$ cat src/rtl/div_if.sv
// Request/response bundle between the EX stage and the iterative divider.
// Signal directions in the names are from the divider's point of view.
//   master : requester (core EX stage) drives start/op/operands/rd/flush
//   slave  : divider drives busy/done/result/rd tag of the completed op
interface div_if #(
  parameter int unsigned DATA_W     = 32,
  parameter int unsigned REG_ADDR_W = 5
);
  logic                  div_start_i;
  logic [1:0]            div_op_i;
  logic [DATA_W-1:0]     div_dividend_i;
  logic [DATA_W-1:0]     div_divisor_i;
  logic [REG_ADDR_W-1:0] div_rd_i;
  logic                  div_flush_i;
  logic                  div_busy_o;
  logic                  div_done_o;
  logic [DATA_W-1:0]     div_result_o;
  logic [REG_ADDR_W-1:0] div_rd_o;

  modport master (
    output div_start_i,
    output div_op_i,
    output div_dividend_i,
    output div_divisor_i,
    output div_rd_i,
    output div_flush_i,
    input  div_busy_o,
    input  div_done_o,
    input  div_result_o,
    input  div_rd_o
  );

  modport slave (
    input  div_start_i,
    input  div_op_i,
    input  div_dividend_i,
    input  div_divisor_i,
    input  div_rd_i,
    input  div_flush_i,
    output div_busy_o,
    output div_done_o,
    output div_result_o,
    output div_rd_o
  );
endinterface

$ cat src/rtl/div_seq.sv
// Iterative radix-2 restoring divider for RV32M DIV/DIVU/REM/REMU.
// One request at a time; the core stalls from request until done.
//
// Ports:
//   clk    core clock
//   rst_n  synchronous reset, active-low
//   bus    div_if.slave:
//            div_start_i     request, sampled only when idle
//            div_op_i        funct3[1:0]: 00 DIV, 01 DIVU, 10 REM, 11 REMU
//            div_dividend_i  rs1 value
//            div_divisor_i   rs2 value
//            div_rd_i        destination register tag
//            div_flush_i     abort the in-flight op, return to idle
//            div_busy_o      high in every state except idle
//            div_done_o      one-cycle pulse, result/rd valid
//            div_result_o    quotient or remainder (held until next result)
//            div_rd_o        tag of the completed op (held until next result)
//
// Build option:
//   DIV_EARLY_OUT_EN  when defined, divide-by-zero and signed overflow skip the
//                     iteration phase and complete two cycles after the request.
module div_seq #(
  parameter int unsigned DATA_W     = 32,
  parameter int unsigned REG_ADDR_W = 5
) (
  input logic  clk,
  input logic  rst_n,
  div_if.slave bus
);

  localparam int unsigned CntW = $clog2(DATA_W) + 1;
  localparam logic [DATA_W-1:0] MinNeg = {1'b1, {(DATA_W-1){1'b0}}};
  localparam logic [CntW-1:0] LastCnt = CntW'(DATA_W - 1);

  typedef enum logic [1:0] {StIdle, StCalc, StFix, StDone} state_e;

  state_e                state_q;
  logic                  rem_sel_q;     // op[1]: 1 selects remainder
  logic [REG_ADDR_W-1:0] rd_tag_q;
  logic                  dvd_neg_q;
  logic                  dvs_neg_q;
  logic                  div_zero_q;
  logic                  overflow_q;
  logic [DATA_W-1:0]     dividend_q;    // raw rs1, needed by the special cases
  logic [DATA_W-1:0]     divisor_q;     // |divisor|
  logic [DATA_W-1:0]     quo_q;         // dividend bits shift out, quotient bits in
  logic [DATA_W:0]       rem_q;         // last trial difference incl. sign bit
  logic [CntW-1:0]       count_q;
  logic                  busy_q;
  logic                  done_q;
  logic [DATA_W-1:0]     result_q;
  logic [REG_ADDR_W-1:0] rd_out_q;

  // Request decode (idle only)
  logic              signed_op;
  logic              in_dvd_neg;
  logic              in_dvs_neg;
  logic [DATA_W-1:0] in_dvd_abs;
  logic [DATA_W-1:0] in_dvs_abs;
  logic              in_div_zero;
  logic              in_overflow;
  logic              skip_calc;

  assign signed_op   = ~bus.div_op_i[0];
  assign in_dvd_neg  = signed_op & bus.div_dividend_i[DATA_W-1];
  assign in_dvs_neg  = signed_op & bus.div_divisor_i[DATA_W-1];
  assign in_dvd_abs  = in_dvd_neg ? -bus.div_dividend_i : bus.div_dividend_i;
  assign in_dvs_abs  = in_dvs_neg ? -bus.div_divisor_i : bus.div_divisor_i;
  assign in_div_zero = (bus.div_divisor_i == '0);
  assign in_overflow = signed_op & (bus.div_dividend_i == MinNeg) & (bus.div_divisor_i == '1);

`ifdef DIV_EARLY_OUT_EN
  assign skip_calc = in_div_zero | in_overflow;
`else
  assign skip_calc = 1'b0;
`endif

  // Iteration datapath. A failed trial is not written back as the restored
  // value; instead the divisor is added back at the start of the next cycle,
  // so rem_q always holds the raw difference with its sign bit.
  logic [DATA_W-1:0] partial;
  logic [DATA_W:0]   trial;

  assign partial = rem_q[DATA_W] ? (rem_q[DATA_W-1:0] + divisor_q) : rem_q[DATA_W-1:0];
  assign trial   = {partial, quo_q[DATA_W-1]} - {1'b0, divisor_q};

  // Sign fix-up and special-case override
  logic [DATA_W-1:0] quo_signed;
  logic [DATA_W-1:0] rem_signed;
  logic [DATA_W-1:0] fix_result;

  assign quo_signed = (dvd_neg_q ^ dvs_neg_q) ? -quo_q : quo_q;
  assign rem_signed = dvd_neg_q ? -partial : partial;

  always_comb begin
    fix_result = rem_sel_q ? rem_signed : quo_signed;
    if (div_zero_q) begin
      fix_result = rem_sel_q ? dividend_q : '1;
    end else if (overflow_q) begin
      fix_result = rem_sel_q ? '0 : dividend_q;
    end
  end

  always_ff @(posedge clk) begin
    if (!rst_n) begin
      state_q    <= StIdle;
      rem_sel_q  <= 1'b0;
      rd_tag_q   <= '0;
      dvd_neg_q  <= 1'b0;
      dvs_neg_q  <= 1'b0;
      div_zero_q <= 1'b0;
      overflow_q <= 1'b0;
      dividend_q <= '0;
      divisor_q  <= '0;
      quo_q      <= '0;
      rem_q      <= '0;
      count_q    <= '0;
      busy_q     <= 1'b0;
      done_q     <= 1'b0;
      result_q   <= '0;
      rd_out_q   <= '0;
    end else if (bus.div_flush_i) begin
      // Abort wins over start and completion; result/rd keep their old values
      state_q <= StIdle;
      busy_q  <= 1'b0;
      done_q  <= 1'b0;
    end else begin
      unique case (state_q)
        StIdle: begin
          done_q <= 1'b0;
          if (bus.div_start_i) begin
            rem_sel_q  <= bus.div_op_i[1];
            rd_tag_q   <= bus.div_rd_i;
            dvd_neg_q  <= in_dvd_neg;
            dvs_neg_q  <= in_dvs_neg;
            div_zero_q <= in_div_zero;
            overflow_q <= in_overflow;
            dividend_q <= bus.div_dividend_i;
            divisor_q  <= in_dvs_abs;
            quo_q      <= in_dvd_abs;
            rem_q      <= '0;
            count_q    <= '0;
            busy_q     <= 1'b1;
            state_q    <= skip_calc ? StFix : StCalc;
          end
        end
        StCalc: begin
          rem_q   <= trial;
          quo_q   <= {quo_q[DATA_W-2:0], ~trial[DATA_W]};
          count_q <= count_q + 1'b1;
          if (count_q == LastCnt) begin
            state_q <= StFix;
          end
        end
        StFix: begin
          result_q <= fix_result;
          rd_out_q <= rd_tag_q;
          done_q   <= 1'b1;
          state_q  <= StDone;
        end
        StDone: begin
          done_q  <= 1'b0;
          busy_q  <= 1'b0;
          state_q <= StIdle;
        end
        default: begin
          state_q <= StIdle;
          busy_q  <= 1'b0;
          done_q  <= 1'b0;
        end
      endcase
    end
  end

  assign bus.div_busy_o   = busy_q;
  assign bus.div_done_o   = done_q;
  assign bus.div_result_o = result_q;
  assign bus.div_rd_o     = rd_out_q;

endmodule

$ cat src/flat_wrapper.sv
// flat-port wrapper written by rule: the top's interface ports become plain ports
module div_seq_flat 
#(
  parameter int unsigned DATA_W     = 32,
  parameter int unsigned REG_ADDR_W = 5
)
  (clk, rst_n, bus_div_start_i, bus_div_op_i, bus_div_dividend_i, bus_div_divisor_i, bus_div_rd_i, bus_div_flush_i, bus_div_busy_o, bus_div_done_o, bus_div_result_o, bus_div_rd_o);
  div_if #(.DATA_W(DATA_W), .REG_ADDR_W(REG_ADDR_W)) bus_i ();
  input logic clk;
  input logic rst_n;
  input wire logic [$bits(bus_i.div_start_i)-1:0] bus_div_start_i;
  input wire logic [$bits(bus_i.div_op_i)-1:0] bus_div_op_i;
  input wire logic [$bits(bus_i.div_dividend_i)-1:0] bus_div_dividend_i;
  input wire logic [$bits(bus_i.div_divisor_i)-1:0] bus_div_divisor_i;
  input wire logic [$bits(bus_i.div_rd_i)-1:0] bus_div_rd_i;
  input wire logic [$bits(bus_i.div_flush_i)-1:0] bus_div_flush_i;
  output wire logic [$bits(bus_i.div_busy_o)-1:0] bus_div_busy_o;
  output wire logic [$bits(bus_i.div_done_o)-1:0] bus_div_done_o;
  output wire logic [$bits(bus_i.div_result_o)-1:0] bus_div_result_o;
  output wire logic [$bits(bus_i.div_rd_o)-1:0] bus_div_rd_o;
  assign bus_i.div_start_i = bus_div_start_i;
  assign bus_i.div_op_i = bus_div_op_i;
  assign bus_i.div_dividend_i = bus_div_dividend_i;
  assign bus_i.div_divisor_i = bus_div_divisor_i;
  assign bus_i.div_rd_i = bus_div_rd_i;
  assign bus_i.div_flush_i = bus_div_flush_i;
  assign bus_div_busy_o = bus_i.div_busy_o;
  assign bus_div_done_o = bus_i.div_done_o;
  assign bus_div_result_o = bus_i.div_result_o;
  assign bus_div_rd_o = bus_i.div_rd_o;
  div_seq #(.DATA_W(DATA_W), .REG_ADDR_W(REG_ADDR_W)) u_core (.clk(clk), .rst_n(rst_n), .bus(bus_i));
endmodule
$ cat config.mk
export PLATFORM = sky130hd
export DESIGN_NAME = div_seq_flat
export DESIGN_NICKNAME = d
export VERILOG_FILES = /design/src/rtl/div_if.sv /design/src/rtl/div_seq.sv /design/src/flat_wrapper.sv
export SDC_FILE = /design/constraint.sdc
export NUM_CORES = 1
export LEC_CHECK = 0
export CORE_ASPECT_RATIO = 1.25
export CORE_MARGIN = 2
export CORE_UTILIZATION = 40
export CTS_CLUSTER_SIZE = 10
export DETAILED_ROUTE_END_ITERATION = 6
export PLACE_DENSITY_LB_ADDON = 0.2
export SKIP_CTS_REPAIR_TIMING = 1
export SLEW_MARGIN = 0
export SYNTH_ARGS = -nofsm -noshare
export SYNTH_HDL_FRONTEND = slang
export SYNTH_SLANG_ARGS = --single-unit
$ cat constraint.sdc
create_clock -name clk -period 15.04 [get_ports clk]
set_input_delay 1.504 -clock clk [delete_from_list [all_inputs] [get_ports clk]]
set_output_delay 1.504 -clock clk [all_outputs]
set_load 0.01 [all_outputs]
==> results of run 1 <==
power by group through the flow:
stage,Combinational (mW),Clock (mW),Sequential (mW)
floorplan,0.240,0,0.539
global placement,0.338,0,0.550
detailed placement,0.340,0,0.551
CTS,0.342,0.477,0.539
global route,0.379,0.496,0.541
finish,0.344,0.469,0.539
area by class of cell:
type | count | area (um^2) | share of cell area (%)
inverter | 75 | 284 | 1.73
clock buffer | 20 | 457 | 2.79
multi-input combinational | 1579 | 9900 | 60.5
sequential | 186 | 3720 | 22.7
timing repair buffer | 132 | 1270 | 7.78
tap | 474 | 593 | 3.62
clock inverter | 12 | 139 | 0.848
sequential cells by signal (all words and copies together), names as in the netlist:
register	count
u_core.rem_q	33
u_core.bus.div_result_o	32
u_core.dividend_q	32
u_core.divisor_q	32
u_core.quo_q	32
u_core.count_q	6
u_core.bus.div_rd_o	5
u_core.rd_tag_q	5
u_core.state_q	2
u_core.bus.div_busy_o	1
u_core.bus.div_done_o	1
u_core.div_zero_q	1
u_core.dvd_neg_q	1
u_core.dvs_neg_q	1
u_core.overflow_q	1
u_core.rem_sel_q	1
cell usage in the layout, fill, tap and decap left out, types with 24 or more instances in the layout:
master           instances
nand2_1                299
a21oi_1                208
dfxtp_1                185
o21ai_0                166
nor2_1                 138
clkdlybuf4s50_1        113
xnor2_1                 95
xor2_1                  74
inv_1                   73
ha_1                    73
nand3_1                 36
nand2b_1                30
a21o_1                  30
mux2i_1                 30
o211ai_1                30
a211oi_1                29
nand4_1                 25
nor3_1                  25
o31ai_1                 24
how the worst min path moves through the flow:
stage | slack (ps) | startpoint | cells after the start | endpoint
after detailed placement | 450 | u_core.rd_tag_q[2]$_SDFFE_PN0P_ | 2 | u_core.bus.div_rd_o[2]$_SDFFE_PN0P_
after CTS | 460 | u_core.rd_tag_q[2]$_SDFFE_PN0P_ | 2 | u_core.bus.div_rd_o[2]$_SDFFE_PN0P_
final | 460 | u_core.rd_tag_q[2]$_SDFFE_PN0P_ | 2 | u_core.bus.div_rd_o[2]$_SDFFE_PN0P_
after global placement | 440 | u_core.rd_tag_q[3]$_SDFFE_PN0P_ | 2 | u_core.bus.div_rd_o[3]$_SDFFE_PN0P_
after floorplan | 430 | u_core.rd_tag_q[0]$_SDFFE_PN0P_ | 2 | u_core.bus.div_rd_o[0]$_SDFFE_PN0P_
after global routing | 470 | u_core.rd_tag_q[2]$_SDFFE_PN0P_ | 2 | u_core.bus.div_rd_o[2]$_SDFFE_PN0P_
through the flow:
stage	area, um^2	cells
floorplan	14300	1962
global placement	15800	2446
detailed placement	15800	2446
CTS	16400	2478
global route	16400	2478
finish	16400	2478
critical path, cell delays in order (launching register included):
cell       delay [ps]
dfxtp_1           330
ha_1              370
a21oi_1           300
o211a_2           350
o21ai_1           190
nor4b_1           190
nor4_1            870
inv_1             110
ha_1              270
a21oi_1           160
o21ai_0           170
a2111o_1          430
o211ai_1          310
and4b_1           230
a2111oi_0         800
o31ai_1           200
a41oi_2           360
a21oi_1           190
a31oi_1           230
xor2_1            150
o21ai_0            90
cell families (layout without fill, tap and decap cells):
logic type,after synthesis,in the layout,share of synthesized area [%]
buf+inv,197,239,5.19
xor+xnor,169,169,10.3
flops,186,186,26.0
compound gates,635,635,27.8
mux,39,39,2.80
fa+ha+maj,76,76,6.73
simple gates,660,660,21.2
cells in the mapped netlist, drive strengths merged, types with 3 or more instances:
cell / n
nor3: 26
a21oi: 210
nand2: 299
inv: 74
dfxtp: 186
nor4: 23
a21o: 31
buf: 15
nand4b: 3
or2: 8
o211a: 4
o41ai: 15
nand2b: 30
or3: 21
o221a: 6
and4: 4
a311oi: 3
a22oi: 21
o211ai: 30
clkbuf: 107
a41oi: 8
mux2i: 30
o31a: 5
a211oi: 30
a31oi: 15
o21ai: 174
a211o: 5
o21a: 12
xor2: 74
nor2: 139
o31ai: 28
o21bai: 10
mux2: 9
nand3b: 3
and2: 7
o221ai: 3
nand3: 36
nand4: 25
xnor2: 95
and3: 6
ha: 74
or4: 13
nor2b: 10
o2111ai: 6
a2111o: 3
layer usage:
layer | routed length [um] | track usage [%] | up-vias
met1 | 21000 | 31.5 | 6797
li1 | - | - | 7066
met2 | 24300 | 45.1 | 371
met3 | 2030 | 3.14 | 92
met4 | 2320 | 12.5 | 2
met5 | 8 | 0 | -
==> results.py, run 1 <==
metrics = {
    "cells_and_area": {
        "syn2layout_area_growth_pct": 14.2,
        "diodes": 0,
        "drive_gt1_share_pct": 5.09,
        "n_fill_cell": 3647,
        "final_util_pct": 46.3,
        "final_net_count": 2142,
    },
    "floorplan": {
        "die_w_um": 173,
        "fp.dieH_um": 216,
        "ioPinCount": 114,
        "initial_core_util_pct": 40.6,
        "core_um2": 35400,
        "num_rows": 77,
        "dieArea_um2": 37400,
    },
    "clocking": {
        "cts_buffers": 17,
        "clock-root-buffer": "clkbuf_16",
        "htree_levels": 4,
        "clock-sinks": 186,
        "path_clk_slew_ps": 70,
        "clk_path_buf_depth": 2,
        "insertion_delay_ps": 440,
        "cts_tree": "done",
    },
    "routing": {
        "antenna_left": 0,
        "vias": 14328,
        "wl_per_cell_um": 20.0,
        "drc_errors": 0,
        "routed_wl_um": 49600,
        "drt_iter0_drc": 949,
        "detail_route.first_pass.iterations": 5,
        "vias_per_cell": 5.78,
    },
    "critical_path": {
        "rrSetupSlack_ps": 8630,
        "cp-start-kind": "flop",
        "cp_max_fo": 7,
        "r2r_start": "u_core.rem_q[4]$_SDFFE_PN0P_",
        "required_ps": 15350,
        "crit_type": "flop to flop",
        "reg2reg_to": "u_core.rem_q[28]$_SDFFE_PN0P_",
        "worstSetupEndpoint": "u_core.rem_q[28]$_SDFFE_PN0P_",
        "end_kind": "flop",
        "crit_start": "u_core.rem_q[4]$_SDFFE_PN0P_",
        "worstPathArrival_ps": 6720,
        "r2r_cells": 20,
    },
    "pwr": {
        "pwr-share-comb_pct": 25.4,
        "p_sw_uw": 448,
        "power_frac_clock_pct": 34.7,
        "internal_power_uw": 905,
        "p_sw_share_pct": 33.1,
        "power_mw": 1.35,
        "p_leak_nw": 6.14,
        "seq_power_share_pct": 39.9,
        "power_density_nw_per_um2": 82.6,
        "ir_drop_mv": 0.0573,
    },
    "sta": {
        "finalCriticalPeriod_ps": 6410,
        "rsz0062_at_grt": "false",
        "setup_viol_count_final": 0,
        "hold_viol": 0,
        "fin_tns_setup_ps": 0,
        "final.setup.worst_slack_ps": 8630,
        "fin_crit_sh_pct": 42.6,
        "fin_hold_ws_ps": 457,
        "slew_violations": 0,
        "worst_pin_slew_ps": 1190,
        "clock-skew-final_ps": 9.87,
        "max_slew_margin_pct": 20.3,
        "fmax_mhz": 156,
    },
    "synthesis": {
        "ys_warn_count": 0,
        "ys_ff_latch": 186,
        "ys_seq_area_share_pct": 26.0,
        "yosys_most_used_dff": "dfxtp_1",
        "ys_types": 77,
        "syn_area_um2": 14300,
        "synth_nets": 2113,
        "synth_top_area_share_pct": 26.0,
        "yosys-top-cells-area": "dfxtp_1, nand2_1, a21oi_1",
        "syn_avg_cell_area_um2": 7.31,
        "synth_edf_count": 0,
        "yosys.area.top_type": "dfxtp_1",
        "syn_inst": 1962,
        "synthArstFlopShare_pct": 0,
    },
    "placed_design": {
        "port_buffers": 113,
        "dp_hpwl_um": 37000,
        "place_congestion": 0.906,
        "dp_slack_ps": 8680,
    },
    "global_routing": {
        "overflow": 0,
        "grt_pass1_vias": 13362,
        "grt_max_degree": 91,
        "gr-usage-all-layers_pct": 25.8,
        "grt_pass1_wl_um": 76300,
        "antenna_found_initial": 1,
    },
    "status": {
        "status": "complete, no violations",
    },
    "hold_path": {
        "hold_path.class": "flop to flop",
    },
    "run": {
        "drv_cap": 0,
    },
}
Power figures use the tool's default switching activity.
==> run 2: changes to the inputs <==
==> constraint.sdc (replaced) <==
create_clock -name clk -period 5.5 [get_ports clk]
set_input_delay 0.55 -clock clk [delete_from_list [all_inputs] [get_ports clk]]
set_output_delay 0.55 -clock clk [all_outputs]
set_load 0.01 [all_outputs]
==> run 2 against run 1 <==
  * The flow now finishes with violations (design-rule violations)
  * Utilization increased by 0.76 points
  * Design area increased by 1.7%
  * Clock skew increased by 3.0 ps
  * Sequential share of layout area decreased by 0.37 points
  * First-iteration DRC count increased by 17%
  * Via count increased by 1.6%
  * Clock power increased to 2.6 times the previous value
  * Worst setup slack got worse by 8400 ps
  * Critical path depth increased by 3
  * Clock-buffer cell count increased by 4
  * Non-clock buffer count increased by 32
  * Register-to-register slack got worse by 8400 ps
  * Critical path type unchanged
  * Largest power group unchanged
==> results.py, run 2 (synthesis results as in run 1) <==
metrics = {
    "status": {
        "status": "complete, but fails checks",
        "violations": "design-rule violations",
    },
    "routing": {
        "antenna_left": 0,
        "drt_iter0_drc": 1114,
        "routed_wl_um": 49800,
        "detail_route.first_pass.iterations": 7,
        "vias": 14561,
        "vias_per_cell": 5.80,
        "drc_errors": 2,
        "wl_per_cell_um": 19.8,
    },
    "run": {
        "drv_cap": 0,
    },
    "sta": {
        "hold_viol": 0,
        "fin_crit_sh_pct": 95.7,
        "slew_violations": 0,
        "worst_pin_slew_ps": 1200,
        "max_slew_margin_pct": 20.0,
        "finalCriticalPeriod_ps": 5260,
        "clock-skew-final_ps": 12.8,
        "fmax_mhz": 190,
        "setup_viol_count_final": 0,
    },
    "critical_path": {
        "reg2reg_to": "u_core.quo_q[0]$_SDFFE_PN0P_",
        "cp_slowest_cell": "a2111o_1",
        "cp_max_fo": 4,
        "path_cells": "ha_1 -> fa_2 -> a21oi_4 -> o211ai_1 -> a221oi_2 -> buf_4 -> xnor2_1 -> mux2i_1 -> inv_1 -> ha_1 -> a21oi_2 -> o21ai_1 -> a2111o_1 -> o211ai_1 -> and4b_1 -> a2111oi_2 -> buf_4 -> o31ai_1 -> a41oi_2 -> o31ai_1 -> xor2_1 -> nand2_1 -> a32o_1",
        "end_kind": "flop",
        "max_stage_delay_ps": 390,
        "cp.buffers_inverters": 3,
        "crit_type": "flop to flop",
        "required_ps": 5850,
        "crit_family": "compound AO/OA/AOI/OAI gates",
        "rrSetupSlack_ps": 240,
        "r2r_start": "u_core.rem_q[0]$_SDFFE_PN0P_",
        "r2r_cells": 23,
        "cp-start-kind": "flop",
        "worstPathArrival_ps": 5610,
    },
    "global_routing": {
        "grt_max_degree": 87,
        "overflow": 0,
        "grt_pass1_wl_um": 77000,
        "grt_pass1_vias": 13773,
        "antenna_found_initial": 0,
        "gr-usage-all-layers_pct": 26.1,
    },
    "floorplan": {
        "fp.dieH_um": 216,
        "initial_core_util_pct": 40.6,
        "dieArea_um2": 37400,
        "ioPinCount": 114,
        "core_um2": 35400,
        "die_w_um": 173,
        "num_rows": 77,
    },
    "cells_and_area": {
        "final_util_pct": 47.1,
        "largest_register_ffs": 33,
        "top_register": "u_core.rem_q",
        "final_net_count": 2174,
        "regArea_um2": 3720,
        "final_common_cell": "nand2_1",
        "layout.cells.non_filler": 2510,
        "syn2layout_area_growth_pct": 16.1,
        "multiInputGateArea_um2": 9960,
        "diodes": 0,
        "n_fill_cell": 3596,
        "drive_gt1_share_pct": 7.12,
        "final_cell_mix": "nand2_1, a21oi_1, dfxtp_1",
        "fin_area_um2": 16600,
    },
    "placed_design": {
        "port_buffers": 113,
        "place_congestion": 0.943,
        "placement.cell_area_um2": 16000,
        "dp_hpwl_um": 37800,
        "dp_cells": 2477,
    },
    "pwr": {
        "ir_drop_mv": 0.166,
        "p_leak_nw": 6.29,
        "power_density_nw_per_um2": 220,
    },
    "clocking": {
        "insertion_delay_ps": 450,
        "cts_tree": "done",
        "clock-sinks": 186,
        "clock-root-buffer": "clkbuf_16",
        "htree_levels": 4,
        "clk_path_buf_depth": 2,
        "path_clk_slew_ps": 80,
        "cts_buffers": 17,
    },
    "hold_path": {
        "hold_path.class": "flop to flop",
        "min_to": "u_core.bus.div_rd_o[0]$_SDFFE_PN0P_",
        "whs_path_depth": 2,
        "min-delay-start": "u_core.rd_tag_q[0]$_SDFFE_PN0P_",
    },
}
-- run 2: worst max-delay path by stage --
stage	start	endpoint	slack (ps)	depth (start not counted)
floorplan	u_core.rem_q[0]$_SDFFE_PN0P_	u_core.rem_q[30]$_SDFFE_PN0P_	280	21
global placement	u_core.rem_q[0]$_SDFFE_PN0P_	u_core.rem_q[28]$_SDFFE_PN0P_	20	23
detailed placement	u_core.rem_q[0]$_SDFFE_PN0P_	u_core.rem_q[28]$_SDFFE_PN0P_	-6	23
CTS	u_core.rem_q[0]$_SDFFE_PN0P_	u_core.rem_q[28]$_SDFFE_PN0P_	-40	23
global route	u_core.rem_q[0]$_SDFFE_PN0P_	u_core.quo_q[0]$_SDFFE_PN0P_	-70	23
finish	u_core.rem_q[0]$_SDFFE_PN0P_	u_core.quo_q[0]$_SDFFE_PN0P_	240	23
-- run 2: where the power goes --
group | internal [mW] | switching (mW) | total [mW] | leakage [nW]
Sequential | 1.40 | 0.0708 | 1.47 | 1.51
Clock | 0.653 | 0.572 | 1.22 | 0.275
Combinational | 0.391 | 0.573 | 0.963 | 4.50
Total | 2.45 | 1.22 | 3.66 | 6.29
-- run 2: worst min-delay path: stages (launching register included) --
cell and delay (ps):
dfxtp_1 310, nand2_1 50, a21oi_1 50
-- run 2: layer usage --
metal	wire length [um]	up-vias	global-route usage (%)
met5	0	-	0
met4	3110	0	15.8
met3	2270	119	3.22
met2	23400	438	43.9
met1	21100	6862	31.7
li1	-	7142	-
-- run 2: area by class of cell --
type,count,share of cell area (%)
clock inverters,8,0.353
repair buffers,164,9.09
well taps,474,3.56
multi-input cells,1579,59.8
flip-flops and latches,186,22.4
clock buffers,24,3.07
inverters,75,1.71
-- run 2: stage by stage --
stage	hold slack (ps)	worst slack, ps	total power [mW]	setup TNS (ps)
finish	449	238	3.66	0
global route	473	-70.8	3.84	-236
CTS	453	-35.8	3.67	-61.8
detailed placement	443	-5.58	2.45	-5.80
global placement	440	22.7	2.44	0
floorplan	432	281	2.13	0
==> run 3: changes to the inputs <==
--- a/config.mk
+++ b/config.mk
@@ -5,9 +5,11 @@
 export SDC_FILE = /design/constraint.sdc
 export NUM_CORES = 1
 export LEC_CHECK = 0
+export CELL_PAD_IN_SITES_DETAIL_PLACEMENT = 1
+export CELL_PAD_IN_SITES_GLOBAL_PLACEMENT = 2
 export CORE_ASPECT_RATIO = 1.25
 export CORE_MARGIN = 2
-export CORE_UTILIZATION = 40
+export CORE_UTILIZATION = 31
 export CTS_CLUSTER_SIZE = 10
 export DETAILED_ROUTE_END_ITERATION = 6
 export PLACE_DENSITY_LB_ADDON = 0.2
==> run 3 against run 2 <==
  * The run now ends clean
  * Fmax up 2.3%
  * Routed wire length up 19%
  * Sequential share of layout area down 0.47 points
  * Critical path type unchanged
==> results.py, run 3 (synthesis results as in run 1) <==
metrics = {
    "status": {
        "status": "complete, no violations",
    },
    "routing": {
        "wl_per_cell_um": 22.4,
        "drt_iter0_drc": 636,
        "vias": 14584,
        "drc_errors": 0,
        "detail_route.first_pass.iterations": 5,
        "routed_wl_um": 59100,
        "vias_per_cell": 5.53,
        "antenna_left": 0,
    },
    "floorplan": {
        "dieArea_um2": 48000,
        "die_w_um": 196,
        "initial_core_util_pct": 31.2,
        "ioPinCount": 114,
        "fp.dieH_um": 244,
        "num_rows": 88,
        "core_um2": 45900,
    },
    "placed_design": {
        "place_congestion": 0.859,
        "port_buffers": 113,
        "dp_hpwl_um": 46400,
    },
    "critical_path": {
        "worstPathArrival_ps": 5500,
        "crit_family": "compound AO/OA/AOI/OAI gates",
        "cp-start-kind": "flop",
        "path_cells": "ha_1 -> fa_2 -> a21oi_4 -> o211ai_1 -> a221oi_2 -> xnor2_1 -> mux2i_1 -> inv_1 -> ha_1 -> a21oi_1 -> o21ai_0 -> a2111o_1 -> o211ai_1 -> and4b_1 -> a2111oi_2 -> buf_4 -> o31ai_1 -> a41oi_2 -> o31ai_2 -> xor2_1 -> nand2_1 -> a32o_1",
        "crit_type": "flop to flop",
        "cp_slowest_cell": "fa_2",
        "cp_max_fo": 4,
        "max_stage_delay_ps": 410,
        "end_kind": "flop",
        "required_ps": 5860,
        "cp.buffers_inverters": 2,
    },
    "pwr": {
        "power_density_nw_per_um2": 229,
        "internal_power_mw": 2.58,
        "p_sw_share_pct": 33.9,
        "pwr-share-comb_pct": 26.2,
        "seq_power_share_pct": 37.7,
        "power_mw": 3.89,
        "p_sw_mw": 1.32,
        "p_leak_nw": 6.40,
        "power_frac_clock_pct": 36.1,
        "ir_drop_mv": 0.236,
    },
    "clocking": {
        "clock-root-buffer": "clkbuf_16",
        "cts_buffers": 17,
        "cts_tree": "done",
        "insertion_delay_ps": 470,
        "htree_levels": 4,
        "path_clk_slew_ps": 80,
        "clock-sinks": 186,
        "clk_path_buf_depth": 2,
    },
    "cells_and_area": {
        "diodes": 0,
        "drive_gt1_share_pct": 7.90,
        "final_common_cell": "nand2_1",
        "final_net_count": 2189,
        "final_cell_mix": "nand2_1, a21oi_1, dfxtp_1",
        "largest_register_ffs": 33,
        "n_fill_cell": 5602,
        "final_util_pct": 37.0,
        "top_register": "u_core.rem_q",
        "syn2layout_area_growth_pct": 18.5,
    },
    "global_routing": {
        "grt_pass1_vias": 15038,
        "grt_pass1_wl_um": 90300,
        "overflow": 0,
        "grt_max_degree": 86,
        "gr-usage-all-layers_pct": 24.6,
        "antenna_found_initial": 0,
    },
    "sta": {
        "worst_pin_slew_ps": 1110,
        "fin_crit_sh_pct": 93.5,
        "slew_violations": 0,
        "fin_hold_ws_ps": 455,
        "clock-skew-final_ps": 13.0,
        "fmax_mhz": 194,
        "hold_viol": 0,
        "setup_viol_count_final": 0,
        "finalCriticalPeriod_ps": 5140,
        "max_slew_margin_pct": 26.1,
    },
    "hold_path": {
        "hold_path.class": "flop to flop",
    },
    "run": {
        "drv_cap": 0,
    },
}
==> run 3: cell count changes in the layout (fill, tap and decap cells not counted), sizes merged <==
cell and delta:
buf +15, bufinv +4, clkbuf -6, inv +2
==> run 3: power by group through the flow <==
stage	registers, mW	clock network (mW)	logic [mW]
finish	1.47	1.41	1.02
global route	1.48	1.48	1.12
CTS	1.47	1.44	1.02
detailed placement	1.50	0	1.01
global placement	1.50	0	0.997
floorplan	1.47	0	0.655
==> run 3: worst register-to-register path, cell delays in order (launching register included) <==
cell,delay [ps]
dfxtp_1,330
ha_1,240
fa_2,410
a21oi_4,190
o211ai_1,160
a221oi_2,350
xnor2_1,110
mux2i_1,180
inv_1,90
ha_1,300
a21oi_1,130
o21ai_0,130
a2111o_1,400
o211ai_1,260
and4b_1,240
a2111oi_2,280
buf_4,180
o31ai_1,70
a41oi_2,310
o31ai_2,150
xor2_1,150
nand2_1,100
a32o_1,260
==> run 3: worst paths after layout <==
kind | startpoint | to | slack [ps] | depth (start not counted)
worst max-delay path | u_core.rem_q[0]$_SDFFE_PN0P_ | u_core.quo_q[0]$_SDFFE_PN0P_ | 360 | 22
worst max register to register | u_core.rem_q[0]$_SDFFE_PN0P_ | u_core.quo_q[0]$_SDFFE_PN0P_ | 360 | 22
worst min register to register | u_core.rd_tag_q[0]$_SDFFE_PN0P_ | u_core.bus.div_rd_o[0]$_SDFFE_PN0P_ | 460 | 2
worst min-delay path | u_core.rd_tag_q[0]$_SDFFE_PN0P_ | u_core.bus.div_rd_o[0]$_SDFFE_PN0P_ | 460 | 2
==> run 3: through the flow <==
stage	instances	setup WS (ps)	setup TNS [ps]	cell area, um^2
floorplan	1962	281	0	14300
global placement	2602	22.3	0	16300
detailed placement	2602	-70.7	-150	16300
CTS	2634	-106	-338	16900
global route	2636	-40.7	-134	17000
finish	2636	358	0	17000
==> run 3: layout make-up <==
type	instances	area (um^2)	area share, %
multi-input cells	1579	9990	58.8
inverters	75	284	1.67
flip-flops and latches	186	3720	21.9
clock buffers	18	429	2.52
repair buffers	179	1630	9.57
well taps	585	732	4.31
clock inverters	14	214	1.26
==> run 3: metal layers <==
layer / GRT usage [%] / routed length [um] / part of all wire (%)
met3: 1.93 / 1040 / 1.8
met5: 0 / 0 / 0
met2: 45.8 / 30500 / 52
met4: 11.3 / 2580 / 4.4
met1: 28.3 / 25000 / 42
